[src/rtl/dm_access_ctrl_if.sv]
// Bundle of requester-side and memory-side signals of the data-memory access controller.
// The "slave" modport is the controller; the "master" modport is everything around it
// (the two requesters, the MAR and the data memory).
interface dm_access_ctrl_if #(
  parameter int ADDR_W  = 20,
  parameter int DATA_W  = 32,
  parameter int BURST_W = 4
);
  // requester side
  logic [1:0]           req_valid;
  logic [1:0]           req_we;
  logic [2*ADDR_W-1:0]  req_addr;
  logic [2*BURST_W-1:0] req_len;
  logic [2*DATA_W-1:0]  req_wdata;
  logic [1:0]           gnt;
  logic [1:0]           beat;
  logic [1:0]           done;
  logic [DATA_W-1:0]    rdata;
  logic                 busy;
  // MAR / data-memory side
  logic                 mar_load;
  logic [31:0]          mar_value;
  logic                 mar_inc;
  logic                 dm_r;
  logic                 dm_wr;
  logic [DATA_W-1:0]    dm_wdata;
  logic [DATA_W-1:0]    dm_rdata;

  modport master (
    output req_valid, req_we, req_addr, req_len, req_wdata, dm_rdata,
    input  gnt, beat, done, rdata, busy,
    input  mar_load, mar_value, mar_inc, dm_r, dm_wr, dm_wdata
  );

  modport slave (
    input  req_valid, req_we, req_addr, req_len, req_wdata, dm_rdata,
    output gnt, beat, done, rdata, busy,
    output mar_load, mar_value, mar_inc, dm_r, dm_wr, dm_wdata
  );
endinterface

[src/rtl/dm_access_ctrl.sv]
// Data-memory access controller: round-robin arbitration between the core (req 0) and the
// downsample engine (req 1), MAR load/increment sequencing and per-word dm_r/dm_wr strobes.
//
// Handshake: a requester raises req_valid[i] with we/addr/len stable and keeps it high until
// gnt[i] is seen; the request is only sampled while the controller is IDLE. Each word is then
// acknowledged by a one-cycle beat[i] (write word consumed from req_wdata / rdata valid), and
// the final beat carries done[i]. There is no back-pressure once a burst has been granted.
module dm_access_ctrl #(
  parameter int ADDR_W  = 20,
  parameter int DATA_W  = 32,
  parameter int BURST_W = 4,
  parameter int MEM_LAT = 2
) (
  input  logic            clock,
  input  logic            rst,
  dm_access_ctrl_if.slave bus,
  output logic [2:0]      dbg_state
);

  typedef enum logic [2:0] {
    S_IDLE   = 3'd0,
    S_LOAD   = 3'd1,
    S_ACCESS = 3'd2,
    S_WAIT   = 3'd3,
    S_NEXT   = 3'd4
  } state_t;

  // wait_cnt runs MEM_LAT-1 .. 0 across the WAIT cycles; 0 marks the final one
  localparam int                WAIT_W    = (MEM_LAT > 1) ? $clog2(MEM_LAT) : 1;
  localparam logic [WAIT_W-1:0] WAIT_INIT = WAIT_W'(MEM_LAT - 1);

  state_t              state;
  state_t              state_nxt;

  // transaction context, latched at grant
  logic                own;
  logic                we_q;
  logic [ADDR_W-1:0]   addr_q;
  logic [BURST_W-1:0]  cnt_q;
  logic [WAIT_W-1:0]   wait_cnt;
  logic                rr_ptr;
  logic [DATA_W-1:0]   rdata_q;

  // arbitration results
  logic                grant_any;
  logic                grant_id;
  logic                grant_we;
  logic [ADDR_W-1:0]   grant_addr;
  logic [BURST_W-1:0]  grant_len;

  // per-cycle decode
  logic                last_word;
  logic                wait_final;
  logic                beat_now;
  logic                done_now;
  logic                rdata_cap;
  logic                busy_now;
  logic [1:0]          owner_hot;
  logic [DATA_W-1:0]   owner_wdata;

  assign last_word  = (cnt_q == '0);
  assign wait_final = (state == S_WAIT) && (wait_cnt == '0);
  assign beat_now   = ((state == S_ACCESS) && we_q) || wait_final;
  assign done_now   = beat_now && last_word;
  assign busy_now   = (state != S_IDLE);
  assign owner_hot  = own ? 2'b10 : 2'b01;
  assign dbg_state  = state;

  // dm_rdata is sampled on the MEM_LAT-th rising edge after dm_r goes high, which is the edge
  // that opens the final WAIT cycle, so rdata is already valid while beat is high.
  assign rdata_cap  = (MEM_LAT == 1) ? ((state == S_ACCESS) && !we_q)
                                     : ((state == S_WAIT) && (wait_cnt == WAIT_W'(1)));

  // Round-robin choice among pending requests and selection of the winner's request fields
  always_comb begin
    grant_any  = (state == S_IDLE) && (bus.req_valid != 2'b00);
    grant_id   = (bus.req_valid == 2'b11) ? rr_ptr : bus.req_valid[1];
    grant_we   = grant_id ? bus.req_we[1] : bus.req_we[0];
    grant_addr = grant_id ? bus.req_addr[2*ADDR_W-1:ADDR_W] : bus.req_addr[ADDR_W-1:0];
    grant_len  = grant_id ? bus.req_len[2*BURST_W-1:BURST_W] : bus.req_len[BURST_W-1:0];
  end

  // Live write word of the current owner
  always_comb begin
    owner_wdata = own ? bus.req_wdata[2*DATA_W-1:DATA_W] : bus.req_wdata[DATA_W-1:0];
  end

  // State register
  always_ff @(posedge clock) begin
    if (!rst) begin
      state <= S_IDLE;
    end else begin
      state <= state_nxt;
    end
  end

  // Next-state logic
  always_comb begin
    state_nxt = state;
    case (state)
      S_IDLE: begin
        if (grant_any) begin
          state_nxt = S_LOAD;
        end
      end
      S_LOAD: begin
        state_nxt = S_ACCESS;
      end
      S_ACCESS: begin
        if (we_q) begin
          state_nxt = last_word ? S_IDLE : S_NEXT;
        end else begin
          state_nxt = S_WAIT;
        end
      end
      S_WAIT: begin
        if (wait_final) begin
          state_nxt = last_word ? S_IDLE : S_NEXT;
        end
      end
      S_NEXT: begin
        state_nxt = S_ACCESS;
      end
      default: begin
        state_nxt = S_IDLE;
      end
    endcase
  end

  // Outputs decoded from the registered state and the latched transaction context
  always_comb begin
    bus.busy      = busy_now;
    bus.gnt       = busy_now ? owner_hot : 2'b00;
    bus.beat      = beat_now ? owner_hot : 2'b00;
    bus.done      = done_now ? owner_hot : 2'b00;
    bus.rdata     = rdata_q;
    bus.mar_load  = (state == S_LOAD);
    bus.mar_value = (state == S_LOAD) ? {{(32-ADDR_W){1'b0}}, addr_q} : 32'd0;
    bus.mar_inc   = (state == S_NEXT);
    bus.dm_r      = (state == S_ACCESS) && !we_q;
    bus.dm_wr     = (state == S_ACCESS) && we_q;
    bus.dm_wdata  = ((state == S_ACCESS) && we_q) ? owner_wdata : '0;
  end

  // Transaction context, word/latency counters, read data and round-robin pointer
  always_ff @(posedge clock) begin
    if (!rst) begin
      own      <= 1'b0;
      we_q     <= 1'b0;
      addr_q   <= '0;
      cnt_q    <= '0;
      wait_cnt <= '0;
      rr_ptr   <= 1'b0;
      rdata_q  <= '0;
    end else begin
      if (grant_any) begin
        own    <= grant_id;
        we_q   <= grant_we;
        addr_q <= grant_addr;
        cnt_q  <= grant_len;
      end else if (state == S_NEXT) begin
        cnt_q  <= cnt_q - BURST_W'(1);
      end
      if (state == S_ACCESS) begin
        wait_cnt <= WAIT_INIT;
      end else if ((state == S_WAIT) && (wait_cnt != '0)) begin
        wait_cnt <= wait_cnt - WAIT_W'(1);
      end
      if (rdata_cap) begin
        rdata_q <= bus.dm_rdata;
      end
      // the requester that just finished loses the next tie
      if (done_now) begin
        rr_ptr <= ~own;
      end
    end
  end

endmodule

[src/flat_wrapper.sv]
// flat-port wrapper written by rule: the top's interface ports become plain ports
module dm_access_ctrl_flat 
#(
  parameter int ADDR_W  = 20,
  parameter int DATA_W  = 32,
  parameter int BURST_W = 4,
  parameter int MEM_LAT = 2
)
  (clock, rst, dbg_state, bus_req_valid, bus_req_we, bus_req_addr, bus_req_len, bus_req_wdata, bus_dm_rdata, bus_gnt, bus_beat, bus_done, bus_rdata, bus_busy, bus_mar_load, bus_mar_value, bus_mar_inc, bus_dm_r, bus_dm_wr, bus_dm_wdata);
  dm_access_ctrl_if #(.ADDR_W(ADDR_W), .DATA_W(DATA_W), .BURST_W(BURST_W)) bus_i ();
  input  logic clock;
  input  logic rst;
  output logic [2:0] dbg_state;
  input wire logic [$bits(bus_i.req_valid)-1:0] bus_req_valid;
  input wire logic [$bits(bus_i.req_we)-1:0] bus_req_we;
  input wire logic [$bits(bus_i.req_addr)-1:0] bus_req_addr;
  input wire logic [$bits(bus_i.req_len)-1:0] bus_req_len;
  input wire logic [$bits(bus_i.req_wdata)-1:0] bus_req_wdata;
  input wire logic [$bits(bus_i.dm_rdata)-1:0] bus_dm_rdata;
  output wire logic [$bits(bus_i.gnt)-1:0] bus_gnt;
  output wire logic [$bits(bus_i.beat)-1:0] bus_beat;
  output wire logic [$bits(bus_i.done)-1:0] bus_done;
  output wire logic [$bits(bus_i.rdata)-1:0] bus_rdata;
  output wire logic [$bits(bus_i.busy)-1:0] bus_busy;
  output wire logic [$bits(bus_i.mar_load)-1:0] bus_mar_load;
  output wire logic [$bits(bus_i.mar_value)-1:0] bus_mar_value;
  output wire logic [$bits(bus_i.mar_inc)-1:0] bus_mar_inc;
  output wire logic [$bits(bus_i.dm_r)-1:0] bus_dm_r;
  output wire logic [$bits(bus_i.dm_wr)-1:0] bus_dm_wr;
  output wire logic [$bits(bus_i.dm_wdata)-1:0] bus_dm_wdata;
  assign bus_i.req_valid = bus_req_valid;
  assign bus_i.req_we = bus_req_we;
  assign bus_i.req_addr = bus_req_addr;
  assign bus_i.req_len = bus_req_len;
  assign bus_i.req_wdata = bus_req_wdata;
  assign bus_i.dm_rdata = bus_dm_rdata;
  assign bus_gnt = bus_i.gnt;
  assign bus_beat = bus_i.beat;
  assign bus_done = bus_i.done;
  assign bus_rdata = bus_i.rdata;
  assign bus_busy = bus_i.busy;
  assign bus_mar_load = bus_i.mar_load;
  assign bus_mar_value = bus_i.mar_value;
  assign bus_mar_inc = bus_i.mar_inc;
  assign bus_dm_r = bus_i.dm_r;
  assign bus_dm_wr = bus_i.dm_wr;
  assign bus_dm_wdata = bus_i.dm_wdata;
  dm_access_ctrl #(.ADDR_W(ADDR_W), .DATA_W(DATA_W), .BURST_W(BURST_W), .MEM_LAT(MEM_LAT)) u_core (.clock(clock), .rst(rst), .bus(bus_i), .dbg_state(dbg_state));
endmodule
[config.mk]
export PLATFORM = sky130hd
export DESIGN_NAME = dm_access_ctrl_flat
export DESIGN_NICKNAME = d
export VERILOG_FILES = /design/src/rtl/dm_access_ctrl_if.sv /design/src/rtl/dm_access_ctrl.sv /design/src/flat_wrapper.sv
export SDC_FILE = /design/constraint.sdc
export NUM_CORES = 1
export LEC_CHECK = 0
export CORE_MARGIN = 4
export CORE_UTILIZATION = 38
export CTS_CLUSTER_DIAMETER = 100
export DETAILED_ROUTE_END_ITERATION = 8
export PLACE_DENSITY = 0.88
export SYNTH_ARGS = -nofsm -noshare
export SYNTH_HDL_FRONTEND = slang
export SYNTH_SLANG_ARGS = --single-unit
[constraint.sdc]
create_clock -name clock -period 5.5 [get_ports clock]
set_clock_uncertainty 0.2 [all_clocks]
set_input_delay 0.825 -clock clock [delete_from_list [all_inputs] [get_ports clock]]
set_output_delay 0.825 -clock clock [all_outputs]
set_load 0.02 [all_outputs]
==> impl_results.md, run 1 <==
* Syn avg cell area at 7.73 sq um
* Worst Hold Class: flip-flop to flip-flop
* Final wirelength at between 10 and 15 mm
* H-Tree Depth at 3
* Most frequent cells in the layout: clkdlybuf4s50_1, nand2_1, nor2_1
* Fmax at approximately 250 MHz
* Die width at 105 um
* Clk slew on worst S/H paths at 0.07 ns
* Sequential-to-total area share from yosys stat at 35.6%
* Synth warn at 0
* P_leak at 2.21 nW
* Row cnt at 34
* Number of global-route vias before repair at 4075
* Nets at 832
* VDD IR max at 0.174 mV
* Place WS at 1.93 ns
* Final setup TNS at 0 ns
* Initial cell density of the core at 39.9%
* CORE AREA at 8890 sq um
* Worst EP arrival at 2.91 ns
* Worst-path maximum fanout at 33
* First-pass GRT wire length at 20.9 mm
* Relative slew slack at 21.0%
* RSZ-0062 raised after global routing: no
* Port Buffers at 247
* Ys async rst share at 0%
* Die extent in y at 105 um
* Yosys cell types at 43
* CP Launch Type: flip-flop
* # IOs at 260
* R2R depth at 4
* Setup-failing EPs final at 0
* DR WL/cell at 16.6 um
* Crit. End Element: output port
* Hold_buf cts at 0
* Post-CTS sizing at 0
* Clk Latency, worst-skew pair at approximately 0.34 ns
* R2r endpoint: u_core.bus.rdata[31]
* Post-Syn Area at around 3500 sq um
* Initial antenna violation count at 0
* DR DRC count at 0
* GPL Wtd Cong at 0.841
* Commonest non-fill, non-tap cell in the layout: clkdlybuf4s50_1
* Layout cells sized above 1 at 6.71%
* Post-route ant nets at 0
* # Post-CTS Setup Buffers at 0
* Hold Vio Cnt, Final at 0
* GRT Util Overall at 23.3%
* Post-route minimum period at 3.94 ns
* Largest net degree at the start of global routing at 61
* Period utilisation layout at 71.6%
* Max-cap viol count at 0
* Top FF cell, synth: dfxtp_1
* Cell Pwr Density at 235 nW/um^2
* Setup ws final at about 1.6 ns
* Area growth, synth to finish at 74.7%
* Post-synth EDFFs at 0
* CP Class: flip-flop to output port
* Post-DR vias/cell at between 4 and 5
* Die area at 10900 sq um
* Critical Path End: bus_dm_wdata[12]
* Crit. Startpoint: u_core.dbg_state[1]
* Launching point of the worst reg2reg path: u_core.dbg_state[0]
* TritonCTS Sinks at 63
* #FFs+latches synth at 63
* Iter 0 DRT Violations at between 150 and 200
* Status: finished, final reports clean
* Via count at approximately 4000
* CP required at 4.47 ns
* Global route total overflow at 0
* Clock buffer depth at 2
* R2R Setup Slk at a little over 3 ns
* DP HPWL at 10.2 mm
* Total CTS buffers at 9
* Measured slew at the worst slew-check pin at 1.18 ns
* First-pass DRT Iterations at 5
* Cells after Synth at ~460
* CTS tree: built
* Ant. Diodes at 0
* Root Buffer Master: clkbuf_8
* Max Slew Vio Count at 0
## synth_stat cells (2+ instances only)
cell type  instances  area (sq um)
nand2_1           94           353
nor2_1            65           244
dfxtp_1           63          1260
a21oi_1           37           185
mux2i_1           33           330
nand3_1           24           120
and2_1            23           144
clkbuf_1          17          63.8
a311oi_2          16           240
buf_2             16          80.1
buf_4             13          97.6
a311oi_1           5          43.8
inv_1              5          18.8
nor3_1             5          25.0
o21ai_0            4          20.0
o21ai_1            4          20.0
a21boi_0           3          22.5
and3_1             3          18.8
buf_6              2          22.5
nand2b_1           2          12.5
nand3b_1           2          15.0
nor3b_1            2          15.0
## flip-flops by register name (all words and copies together), names as in the netlist
register / cells
u_core.cnt_q: 4
u_core.rr_ptr: 1
u_core.addr_q: 20
u_core.own: 1
u_core.bus.rdata: 32
u_core.wait_cnt: 1
u_core.we_q: 1
u_core.dbg_state: 3
## area by class of cell
cell class / instances / area (sq um)
fillers: 707 / 2700
repair buffers: 249 / 2490
multi-input cells: 351 / 2040
flip-flops and latches: 63 / 1260
well taps: 108 / 135
clock buffers: 9 / 124
clock inverters: 7 / 120
inverters: 7 / 26.3
## logic make-up after synthesis
family | after synthesis | synth area share (%)
fa+ha+maj | 1 | 0.353
buf+inv | 56 | 8.29
mux | 34 | 9.63
other cells | 1 | 0.106
flops | 63 | 35.6
compound gates | 74 | 16.2
simple gates | 230 | 29.8
## report_power, final
part	leakage (nW)	internal [mW]	total [mW]	switching [mW]
sequential	0.515	0.492	0.531	0.0396
clock	0.120	0.302	0.494	0.192
combinational	1.57	0.227	0.427	0.201
## through the flow
stage / utilization [%] / cells / hold slack, ns / cell area (sq um) / total power [mW]
CTS: 69.7 / 794 / 0.258 / 6190 / 1.46
detailed placement: 66.9 / 778 / 0.249 / 5950 / 0.965
global placement: 66.9 / 778 / 0.242 / 5950 / 0.955
floorplan: - / 470 / 0.272 / 3590 / 0.776
finish: 69.7 / 794 / 0.258 / 6190 / 1.45
global route: 69.7 / 794 / 0.274 / 6190 / 1.52
## worst max-delay path, stage by stage (launching register included)
cell and delay [ns]:
dfxtp_1 0.58, nand2b_1 0.22, nor2_1 0.17, nand2_1 0.63, nor2_1 0.31, clkdlybuf4s50_1 0.66
## layer usage
metal	vias to the layer above	track usage [%]	wire [um]
li1	1967	-	-
met1	1782	28.1	5490
met2	157	41.2	6550
met3	21	5.43	890
met4	0	7.22	226
met5	-	0	0
## worst min path at each step
stage                              start                   end  slack (ns)  cells after the start
finish              u_core.bus.rdata[22]  u_core.bus.rdata[22]        0.26                      2
global route        u_core.bus.rdata[23]  u_core.bus.rdata[23]        0.27                      2
CTS                 u_core.bus.rdata[22]  u_core.bus.rdata[22]        0.26                      2
detailed placement  u_core.bus.rdata[22]  u_core.bus.rdata[22]        0.25                      2
global placement     u_core.bus.rdata[9]   u_core.bus.rdata[9]        0.24                      2
floorplan               u_core.addr_q[0]      u_core.addr_q[0]        0.27                      2
(Power assumes the default switching activity.)
==> run 2, diff against run 1 <==
- CORE_UTILIZATION: 38 -> 31
- PLACE_DENSITY: 0.88 -> 0.77
- clock period: 5.5 -> 3.2 ns (I/O delays scaled with it)
==> impl_results.md, run 2 (synthesis results as in run 1) <==
* Worst EP arrival at 2.33 ns
* Fmax at 332 MHz
* Max-cap viol count at 0
* Crit. Startpoint: u_core.dbg_state[0]
* GPL Wtd Cong at 0.867
* Crit path cell chain: nor2_1 -> nor2_1 -> nand2_1 -> nor3_1 -> clkdlybuf4s50_1
* Ant. Diodes at 0
* TritonCTS Sinks at between 60 and 70
* First-pass DRT Iterations at 4
* Period utilisation layout at between 90 and 100%
* CP most frequent cell: nor2_1
* CORE AREA at approximately 11000 sq um
* Max Slew Vio Count at 0
* Critical path's slowest cell: clkdlybuf4s50_1
* Launching point of the worst reg2reg path: u_core.dbg_state[0]
* Initial antenna violation count at 0
* Global route total overflow at 0
* Area growth, synth to finish at 80.8%
* Crit-path leading delay family: simple AND/OR/NAND/NOR gates
* Post-DR vias/cell at 4.76
* Die area at 13200 sq um
* Worst-path maximum fanout at 14
* Post-CTS sizing at 0
* Final Core Density at 58.1%
* # IOs at 260
* Hold Vio Cnt, Final at 0
* Largest net degree at the start of global routing at 47
* Max incr delay on CP at 0.68 ns
* Hold Startpoint: u_core.bus.rdata[2]
* Root Buffer Master: clkbuf_16
* Final setup TNS at 0 ns
* Place WS at roughly 0.55 ns
* Die extent in y at 115 um
* Hold_buf cts at 0
* Number of global-route vias before repair at ~4000
* Iter 0 DRT Violations at between 200 and 250
* CP Class: flip-flop to output port
* Hold slack final at 0.253 ns
* Setup-failing EPs final at 0
* First-pass GRT wire length at 19.4 mm
* Layout cells sized above 1 at 8.03%
* P_leak at 2.30 nW
* Clock buffer depth at 2
* Total CTS buffers at 9
* VDD IR max at 0.299 mV
* Relative slew slack at 29.0%
* CP required at 2.52 ns
* Most frequent cells in the layout: clkdlybuf4s50_1, nand2_1, nor2_1
* DR WL/cell at 14.9 um
* Via count at 3988
* CTS tree: built
* H-Tree Depth at 3
* Post-route ant nets at 0
* CP bufs+invs at 1
* DP HPWL at roughly 9.7 mm
* CP Launch Type: flip-flop
* # Post-CTS Setup Buffers at 0
* Clk Latency, worst-skew pair at roughly 0.32 ns
* Nets at around 840
* GRT Util Overall at 17.9%
* Die width at about 110 um
* Post-route minimum period at 3.01 ns
* Max reg flops at 32
* Setup ws final at 0.186 ns
* Commonest non-fill, non-tap cell in the layout: clkdlybuf4s50_1
* Final wirelength at 12.5 mm
* Worst Hold Class: flip-flop to flip-flop
* Row cnt at 38
* Clk slew on worst S/H paths at roughly 0.050 ns
* Measured slew at the worst slew-check pin at 1.06 ns
* Crit. End Element: output port
* RSZ-0062 raised after global routing: no
* Port Buffers at 247
* Status: finished, final reports clean
* Cell Pwr Density at 420 nW/um^2
* Initial cell density of the core at 32.1%
* DR DRC count at 0
[run 2: changes by cell type in the layout (fill, tap and decap cells not counted)]
| cell | delta |
|---|---|
| buf_4 | +10 |
| bufinv_16 | -1 |
| clkbuf_16 | +9 |
| buf_12 | +1 |
| clkbuf_8 | -8 |
| inv_6 | -1 |
| clkbuf_1 | +1 |
[run 2: metrics by stage]
stage	total power, mW	area [sq um]	instances
3_5_place_dp	1.67	6090	821
6_report	2.69	6410	837
3_3_place_gp	1.66	6090	821
5_1_grt	2.82	6410	837
4_1_cts	2.73	6410	837
2_1_floorplan	1.33	3590	470
[run 2: layer usage]
layer | wire length (um) | track usage [%] | vias up
li1 | - | - | 1993
met3 | 987 | 5.63 | 17
met1 | 5250 | 21.8 | 1807
met4 | 185 | 4.23 | 0
met2 | 6040 | 30.7 | 171
met5 | 0 | 0 | -
[run 2: worst paths after layout]
| check | to | slack [ns] | cells past startpoint |
|---|---|---|---|
| worst max register to register | u_core.bus.rdata[28] | 1.01 | 4 |
| worst min-delay path | u_core.bus.rdata[2] | 0.25 | 2 |
| worst max-delay path | bus_done[1] | 0.19 | 5 |
| worst min register to register | u_core.bus.rdata[2] | 0.25 | 2 |
[run 2: tightest hold or removal path, cell delays in order, from the launching register on]
cell and delay (ns):
dfxtp_1 0.30, nand2_1 0.05, a21oi_1 0.05
[run 2: layout make-up]
cell class,count,area (sq um)
Clock buffer,11,243
Clock inverter,5,81.3
Fill cell,980,4620
Inverter,7,26.3
Multi-Input combinational cell,351,2040
Sequential cell,63,1260
Tap cell,140,175
Timing Repair Buffer,260,2580
[run 2: where the power goes]
group          leakage, nW  internal (mW)  switching, mW  total, mW
clock                0.156          0.703          0.331       1.03
combinational         1.63          0.404          0.356      0.759
sequential           0.515          0.847         0.0516      0.898
total                 2.30           1.95          0.739       2.69
